[src/rtl/loc_datapath_pkg.sv]
// Shared constants for the location datapath: coordinate/location widths
// and the 2-bit move-direction encoding.
package loc_datapath_pkg;

  localparam int COORD_W = 4;
  localparam int LOC_W   = 8;

  localparam logic [1:0] DIR_YDEC = 2'b00;
  localparam logic [1:0] DIR_XINC = 2'b01;
  localparam logic [1:0] DIR_XDEC = 2'b10;
  localparam logic [1:0] DIR_YINC = 2'b11;

endpackage

[src/rtl/loc_stack.sv]
// LIFO of 8-bit locations with a combinational top-of-stack view.
// Pop has priority over push; pushes into a full stack are dropped.
module loc_stack
  import loc_datapath_pkg::*;
#(
  parameter int STACK_DEPTH = 256
) (
  input  logic             clk,
  input  logic             rst,
  input  logic             push,
  input  logic             pop,
  input  logic [LOC_W-1:0] locIn,
  output logic [LOC_W-1:0] locOut,
  output logic             empStck
);

  localparam int AW = (STACK_DEPTH > 1) ? $clog2(STACK_DEPTH) : 1;
  localparam int CW = $clog2(STACK_DEPTH + 1);

  logic [LOC_W-1:0] mem [STACK_DEPTH];
  logic [CW-1:0]    count;
  logic             full;
  logic             wr_en;

  assign full    = (count == CW'(STACK_DEPTH));
  assign empStck = (count == '0);
  assign wr_en   = !rst && !pop && push && !full;

  always_ff @(posedge clk) begin
    if (rst) begin
      count <= '0;
    end else if (pop) begin
      if (!empStck) count <= count - CW'(1);
    end else if (wr_en) begin
      count <= count + CW'(1);
    end
  end

  // Contents are not reset; only the count defines what is live.
  always_ff @(posedge clk) begin
    if (wr_en) mem[AW'(count)] <= locIn;
  end

  assign locOut = empStck ? '0 : mem[AW'(count - CW'(1))];

endmodule

[src/rtl/loc_datapath.sv]
// Location datapath: x/y registers, a 4-bit +/-1 adder on the selected axis,
// wrap detection, and a stack for backtracking to saved locations.
module loc_datapath
  import loc_datapath_pkg::*;
#(
  parameter int STACK_DEPTH = 256
) (
  input  logic             clk,
  input  logic             rst,
  input  logic             rgLd,
  input  logic [1:0]       dir,
  input  logic             push,
  input  logic             pop,
  input  logic             adderEn,
  output logic             cntReach,
  output logic             empStck,
  output logic [LOC_W-1:0] nxtLoc,
  output logic [LOC_W-1:0] curLoc
);

  logic [COORD_W-1:0] x_q, y_q;
  logic               sl;
  logic [COORD_W-1:0] coord;
  logic [COORD_W-1:0] step;
  logic [COORD_W-1:0] sum;
  logic [LOC_W-1:0]   stack_top;

  assign curLoc = {x_q, y_q};

  // Directions 01/10 move along x, 00/11 along y; dir[0] picks the sign.
  assign sl    = dir[1] ^ dir[0];
  assign coord = sl ? x_q : y_q;
  assign step  = dir[0] ? 4'h1 : 4'hF;
  assign sum   = adderEn ? (coord + step) : '0;

  assign cntReach = ((coord + {3'b000, dir[0]}) == 4'h0);

  loc_stack #(
    .STACK_DEPTH(STACK_DEPTH)
  ) u_stack (
    .clk    (clk),
    .rst    (rst),
    .push   (push),
    .pop    (pop),
    .locIn  (curLoc),
    .locOut (stack_top),
    .empStck(empStck)
  );

  always_comb begin
    nxtLoc = curLoc;
    if (rst)                nxtLoc = '0;
    else if (pop)           nxtLoc = stack_top;
    else if (adderEn && sl) nxtLoc = {sum, y_q};
    else if (adderEn)       nxtLoc = {x_q, sum};
  end

  always_ff @(posedge clk) begin
    if (rst) begin
      x_q <= '0;
      y_q <= '0;
    end else if (rgLd) begin
      x_q <= nxtLoc[7:4];
      y_q <= nxtLoc[3:0];
    end
  end

endmodule

[config.mk]
export PLATFORM = sky130hd
export DESIGN_NAME = loc_datapath
export DESIGN_NICKNAME = d
export VERILOG_FILES = /design/src/rtl/loc_datapath_pkg.sv /design/src/rtl/loc_stack.sv /design/src/rtl/loc_datapath.sv
export SDC_FILE = /design/constraint.sdc
export NUM_CORES = 2
export LEC_CHECK = 0
export CAP_MARGIN = 20
export CORE_MARGIN = 4
export CORE_UTILIZATION = 63
export DETAILED_ROUTE_END_ITERATION = 16
export GPL_TIMING_DRIVEN = 0
export PLACE_DENSITY = 0.79
export REMOVE_ABC_BUFFERS = 1
export SLEW_MARGIN = 20
export SYNTH_ARGS = -nofsm -noshare
export SYNTH_HDL_FRONTEND = slang
export SYNTH_SLANG_ARGS = --single-unit
[constraint.sdc]
create_clock -name clk -period 8.9 [get_ports clk]
set_clock_uncertainty 0.05 [all_clocks]
set_input_delay 1.78 -clock clk [delete_from_list [all_inputs] [get_ports clk]]
set_output_delay 1.78 -clock clk [all_outputs]
set_load 0.1 [all_outputs]
# Yosys cells after proc, flatten, opt, wreduce, memory -nomap -nowiden
# Memory sizes are Yosys's and may differ from the RTL's.
# Cells that the tools add are included.
dict set report word_totals {
  ff_bits 17
  latch_bits 0
  ramBits 2048
  rom_bits 0
  inputBits 8
  mem_count 1
}
dict set report classes {
  add_sub_neg 4
  mul 0
  n_div 0
  order_cmp 0
  n_eq_ne 2
  shifts 0
  mux 13
  n_bitwise 1
  n_reduce_logical 11
}
# name words word_bits read_ports rd_clocked_by_memory_dff wr line_no
set mem_list {}
lappend mem_list {u_stack.mem 256 8 1 0 1 loc_stack.sv:20} ;# logic [LOC_W-1:0] mem [STACK_DEPTH];
# op count
set op_table {}
lappend op_table {{8-bit two-way mux} 4}
lappend op_table {{9-bit two-way mux} 3}
lappend op_table {{4-bit two-way mux} 4}
lappend op_table {{9-bit by 1-bit adder with 9-bit output (second input constant)} 1}
lappend op_table {{9-bit equality test (second input constant)} 1}
lappend op_table {{9-bit logical NOT} 1}
lappend op_table {{9-bit by 1-bit subtractor with 9-bit output (second input constant)} 1}
lappend op_table {{4-bit by 1-bit adder with 4-bit output} 1}
lappend op_table {{4-bit adder} 1}
lappend op_table {{1-bit logical AND} 4}
lappend op_table {{4-bit logical NOT} 1}
lappend op_table {{1-bit logical NOT} 3}
lappend op_table {{1-bit two-way mux} 2}
lappend op_table {{2-bit != test (second input constant)} 1}
lappend op_table {{2-bit AND reduction} 1}
lappend op_table {{2-bit nonzero test} 1}
lappend op_table {{1-bit bitwise XOR} 1}

# Logic depth before layout (Yosys ltp)
dict set report logic_depth {
  word_depth 8
  depth_mapped 18
  mapped_depth_nobuf 10
}

# By module
# A second synthesis with hierarchy kept.
dict set report hier_totals {
  cells_unflattened 3800
  area_unflattened_um2 80863.8
}
# module n_inst cells_each area_each_um2 seq_area_each_um2
set by_module_without_submodules {}
lappend by_module_without_submodules {loc_stack 1 3693 80019.2 61679.2}
lappend by_module_without_submodules {loc_datapath 1 107 844.6 160.2}

# Worst setup path before layout
# No wires, ideal clock.
dict set report synth_timing {
  path_kind {reg-to-output}
  start {register x_q[0]}
  end {output cntReach}
  arrival_time_ns 7.313
  required_time_ns 7.070
  slack_ns -0.243
  stages_incl_launch_ff 7
  path_cell_list {dfxtp_1 mux2_2 ha_1 nand2_1 xnor2_1 a31oi_1 nor3_1}
}
dict set report synth_between {
  elab_chain_cells 3
}
# item line_no
set synth_rtl {}
lappend synth_rtl {{start: declaration} loc_datapath.sv:21} ;# logic [COORD_W-1:0] x_q, y_q;
lappend synth_rtl {{start signal: assignment} loc_datapath.sv:63} ;# x_q <= nxtLoc[7:4];
lappend synth_rtl {{4-bit two-way mux} loc_datapath.sv:32} ;# assign coord = sl ? x_q : y_q;
lappend synth_rtl {{4-bit by 1-bit adder with 4-bit output} loc_datapath.sv:36} ;# assign cntReach = ((coord + {3'b000, dir[0]}) == 4'h0);
lappend synth_rtl {{4-bit logical NOT} loc_datapath.sv:36}
lappend synth_rtl {{end: declaration} loc_datapath.sv:15} ;# output logic cntReach,
# Every way passes these cells.

# Worst setup path after layout
dict set report layout_timing {
  start {register u_stack.count[0]}
  end {output nxtLoc[7]}
}
dict set report layout_between {
  elab_chain_cells 5
  elab_cells_between_ends 6
}
# item line_no
set layout_rtl {}
lappend layout_rtl {{start: declaration} loc_stack.sv:21} ;# logic [CW-1:0] count;
lappend layout_rtl {{start signal: assignment} loc_stack.sv:33} ;# if (!empStck) count <= count - CW'(1);
lappend layout_rtl {{start signal: assignment} loc_stack.sv:35} ;# count <= count + CW'(1);
lappend layout_rtl {{9-bit by 1-bit subtractor with 9-bit output} -}
lappend layout_rtl {{memory 256 x 8 bit} -}
lappend layout_rtl {{8-bit two-way mux (*)} loc_stack.sv:44} ;# assign locOut = empStck ? '0 : mem[AW'(count - CW'(1))];
lappend layout_rtl {{8-bit two-way mux (*)} loc_datapath.sv:53} ;# else if (pop) nxtLoc = stack_top;
lappend layout_rtl {{8-bit two-way mux (*)} loc_datapath.sv:52} ;# if (rst) nxtLoc = '0;
lappend layout_rtl {{end: declaration} loc_datapath.sv:17} ;# output logic [LOC_W-1:0] nxtLoc,
# Every way passes the cells marked *; elsewhere a longest branch is shown, timed or not.

==> metrics.txt <==
status finished, violations left; violations in the final reports negative setup slack; Max Cap Viol 0; met1 WL 70800 um; maximum VDD drop 497 uV; Pins Over Slew Limit 0; Reg2Reg Depth 17; hold wc startpoint y_q[3]; CTS Buffer Depth 3; Final Cell Area 0.0913 mm2; Std-Cell Rows 131; R2R setup slack 2970 ps; CP required 7070 ps; grt total ovfl 0; Final ANT Viol Nets 0; startpoint types flop; Tightest Pin Transition 1240 ps; Cell Chain, Critical Path buf_16, buf_16, buf_16, buf_16, buf_16, clkinv_4, ha_1, nor3b_4, xnor2_4, buf_8, a21oi_2, a22oi_1, a21oi_1, or3_1, nand3_1, nand3b_1, buf_2; post-layout power 35.2 mW; Net Sw Frac 37.7%; WL met2 101000 um; cell mode on critical path buf_16; area used by multi-input combinational logic 0.0182 mm2; Sequential Power Share 32.7%; Top Layer Used met5; Reg-to-Reg Start u_stack.count[0]; Final Hold Fails 0; H-tree depth 4; Synth async-reset ratio 0%; worst reg2reg path endpoint y_q[0]; crit path DAT 7120 ps; CP delay by family, top buffers and inverters; WS Path Type reg2out; initial detailed-routing violation count 7423; first-pass GRT wire length 309000 um; vias in the first global route 43000; sequential cell area 0.0619 mm2; Max-slew headroom 17.6%; Yosys top cell by area edfxtp_1; clock power share 23.2%; Buffers on Ports 25; CTS tree built; Tot GR Track Use 32.2%; Main synth FF type edfxtp_1; worst hold endpoint u_stack.mem[48][3]; post-route setup slack -49.6 ps; Achievable Freq 0.112 GHz; root buffer cell clkbuf_16; post-synthesis cell type count 70; cts hold-fix bufs 0; Clock Sink Count 2065; most common cell in the netlist edfxtp_1; sw power 13.3 mW; pin count of the biggest net entering global routing 85; setup violators final 1; Synth top area share 76.2%; Area Growth Syn to Fin 13.2%; internal power 21.9 mW; dpl cell area 0.0849 mm2; Mapped Area 0.0807 mm2; Die Span X 366 um; Comb pwr share 44.1%; total number of vias 42400; Worst Path Max Fanout 30; final wirelength 214000 um; layout cells sized above 1 25.8%; worst hold slack 644 ps; critical path buffer and inverter count 8; hpwl dp 122000 um; Final period util 101%; vias per inst 7.37; GP Congestion 0.885; Area contributors post-synth edfxtp_1, mux4_2, nor2_1; DRC 0; length of routed met3 wiring 27500 um; DIE AREA 0.134 mm2; Hold Path Depth 0; Post-synth top cells edfxtp_1, mux4_2, nor2_1; synthesized area per cell 21.4 um2; fillcell total 6705; Syn Inst Count 3777; Die Y 366 um; P per Cell Area 385 mW/mm2; core area 0.127 mm2; cts bufs inserted 195; Clk Latency, worst-skew pair 860 ps; Worst-path clk slew 70 ps; min cycle time layout 8950 ps; Initial Util 63.4%; sequential cell area fraction in the yosys report 76.6%; initial antenna violation count 10; Synth warnings 0; Place WS -1120 ps; worst hold path class reg2reg; 1st-pass router iterations 12; WL per Instance 37.2 um; critical path endpoint category primary output; #FFs+latches synth 2065; Final Core Density 71.7%; unrepaired setup endpoints after global routing false; Leak Pwr 28.6 nW; number of synthesized flops with an enable pin 2048; Slowest-stage cell, CP a21oi_2; Ports 26; nets@finish 3935; critical path's largest stage delay 880 ps
flip-flops by register name, summed over array words and instances, names as in the netlist:
name           count
x_q                4
u_stack.count      9
u_stack.mem     2048
y_q                4
kinds of logic after synthesis:
| kind of cell | count (synthesis) | synth area share (%) |
|---|---|---|
| adders and majority gates | 10 | 0.164 |
| DFF | 2065 | 76.6 |
| xor gates and xnor gates | 13 | 0.150 |
| buffers and inverters | 228 | 1.25 |
| AOI/OAI and AO/OA | 180 | 1.51 |
| and+or+nand+nor | 625 | 3.34 |
| muxes | 656 | 17.0 |
layout make-up:
cell class	count	area share, %
antenna	12	0.0329
clock buffer	241	5.65
clock inverter	109	1.09
inverter	10	0.0466
multi-input combinational	1484	19.9
sequential	2065	67.7
tap	1662	2.28
timing repair buffer	161	3.25
stage by stage:
stage | cells | setup TNS [ps]
floorplan | 3559 | -
global placement | 5246 | -
detailed placement | 5370 | -6690
CTS | 5731 | 0
global route | 5732 | 0
finish | 5744 | -49.6
routing by layer:
metal | vias to the layer above | track usage [%]
met4 | 10 | 17.7
met3 | 977 | 9.91
met5 | - | 0.472
met1 | 21500 | 42.3
li1 | 16000 | -
met2 | 3799 | 49.2
what timing repair did:
action                                  CTS  global route
setup buffers                            11             0
gates cloned                              0             1
gates resized for setup                  55             5
endpoints found under the setup margin    8             8
pin swaps                                 2             0
power by group through the flow:
stage               Combinational, mW  Sequential (mW)  Clock [mW]
finish                           15.5             11.5        8.15
global placement                 7.29             12.1           0
detailed placement               14.4             11.7           0
CTS                              15.0             11.5        8.16
global route                     15.7             11.5        8.63
floorplan                        6.55             12.0           0
how the worst max path moves through the flow:
| stage | cells past startpoint | slack [ps] | end | start |
|---|---|---|---|---|
| after floorplan | 9 | -35500 | nxtLoc[0] | u_stack.count[0] |
| after global placement | 11 | -67270 | nxtLoc[0] | u_stack.count[0] |
| after detailed placement | 17 | -1120 | nxtLoc[1] | u_stack.count[0] |
| after CTS | 18 | 110 | nxtLoc[0] | u_stack.count[0] |
| after global routing | 18 | 10 | nxtLoc[6] | u_stack.count[0] |
| final | 17 | -50 | nxtLoc[7] | u_stack.count[0] |
placed cells by master, fill, tap and decap left out, drive strengths merged, types with 53 or more instances in the layout:
cell / Yosys / layout
nor2: 289 / 289
mux2i: 82 / 82
nand3: 70 / 70
nand2: 183 / 183
a21oi: 53 / 53
buf: 112 / 143
clkinv: 1 / 84
edfxtp: 2048 / 2048
mux4: 570 / 570
clkbuf: 106 / 242
worst register-to-register path: stages, from the launching register on:
cell	delay (ps)
dfxtp_4	380
buf_16	240
buf_16	290
buf_16	270
buf_16	300
buf_16	250
clkinv_4	190
ha_4	430
buf_16	270
buf_16	330
buf_16	300
mux4_2	440
a22oi_1	340
a21oi_1	170
nor3_1	600
nor3_1	210
nor2_1	530
a311oi_1	180
No activity file was read; power rests on OpenSTA's default activity.
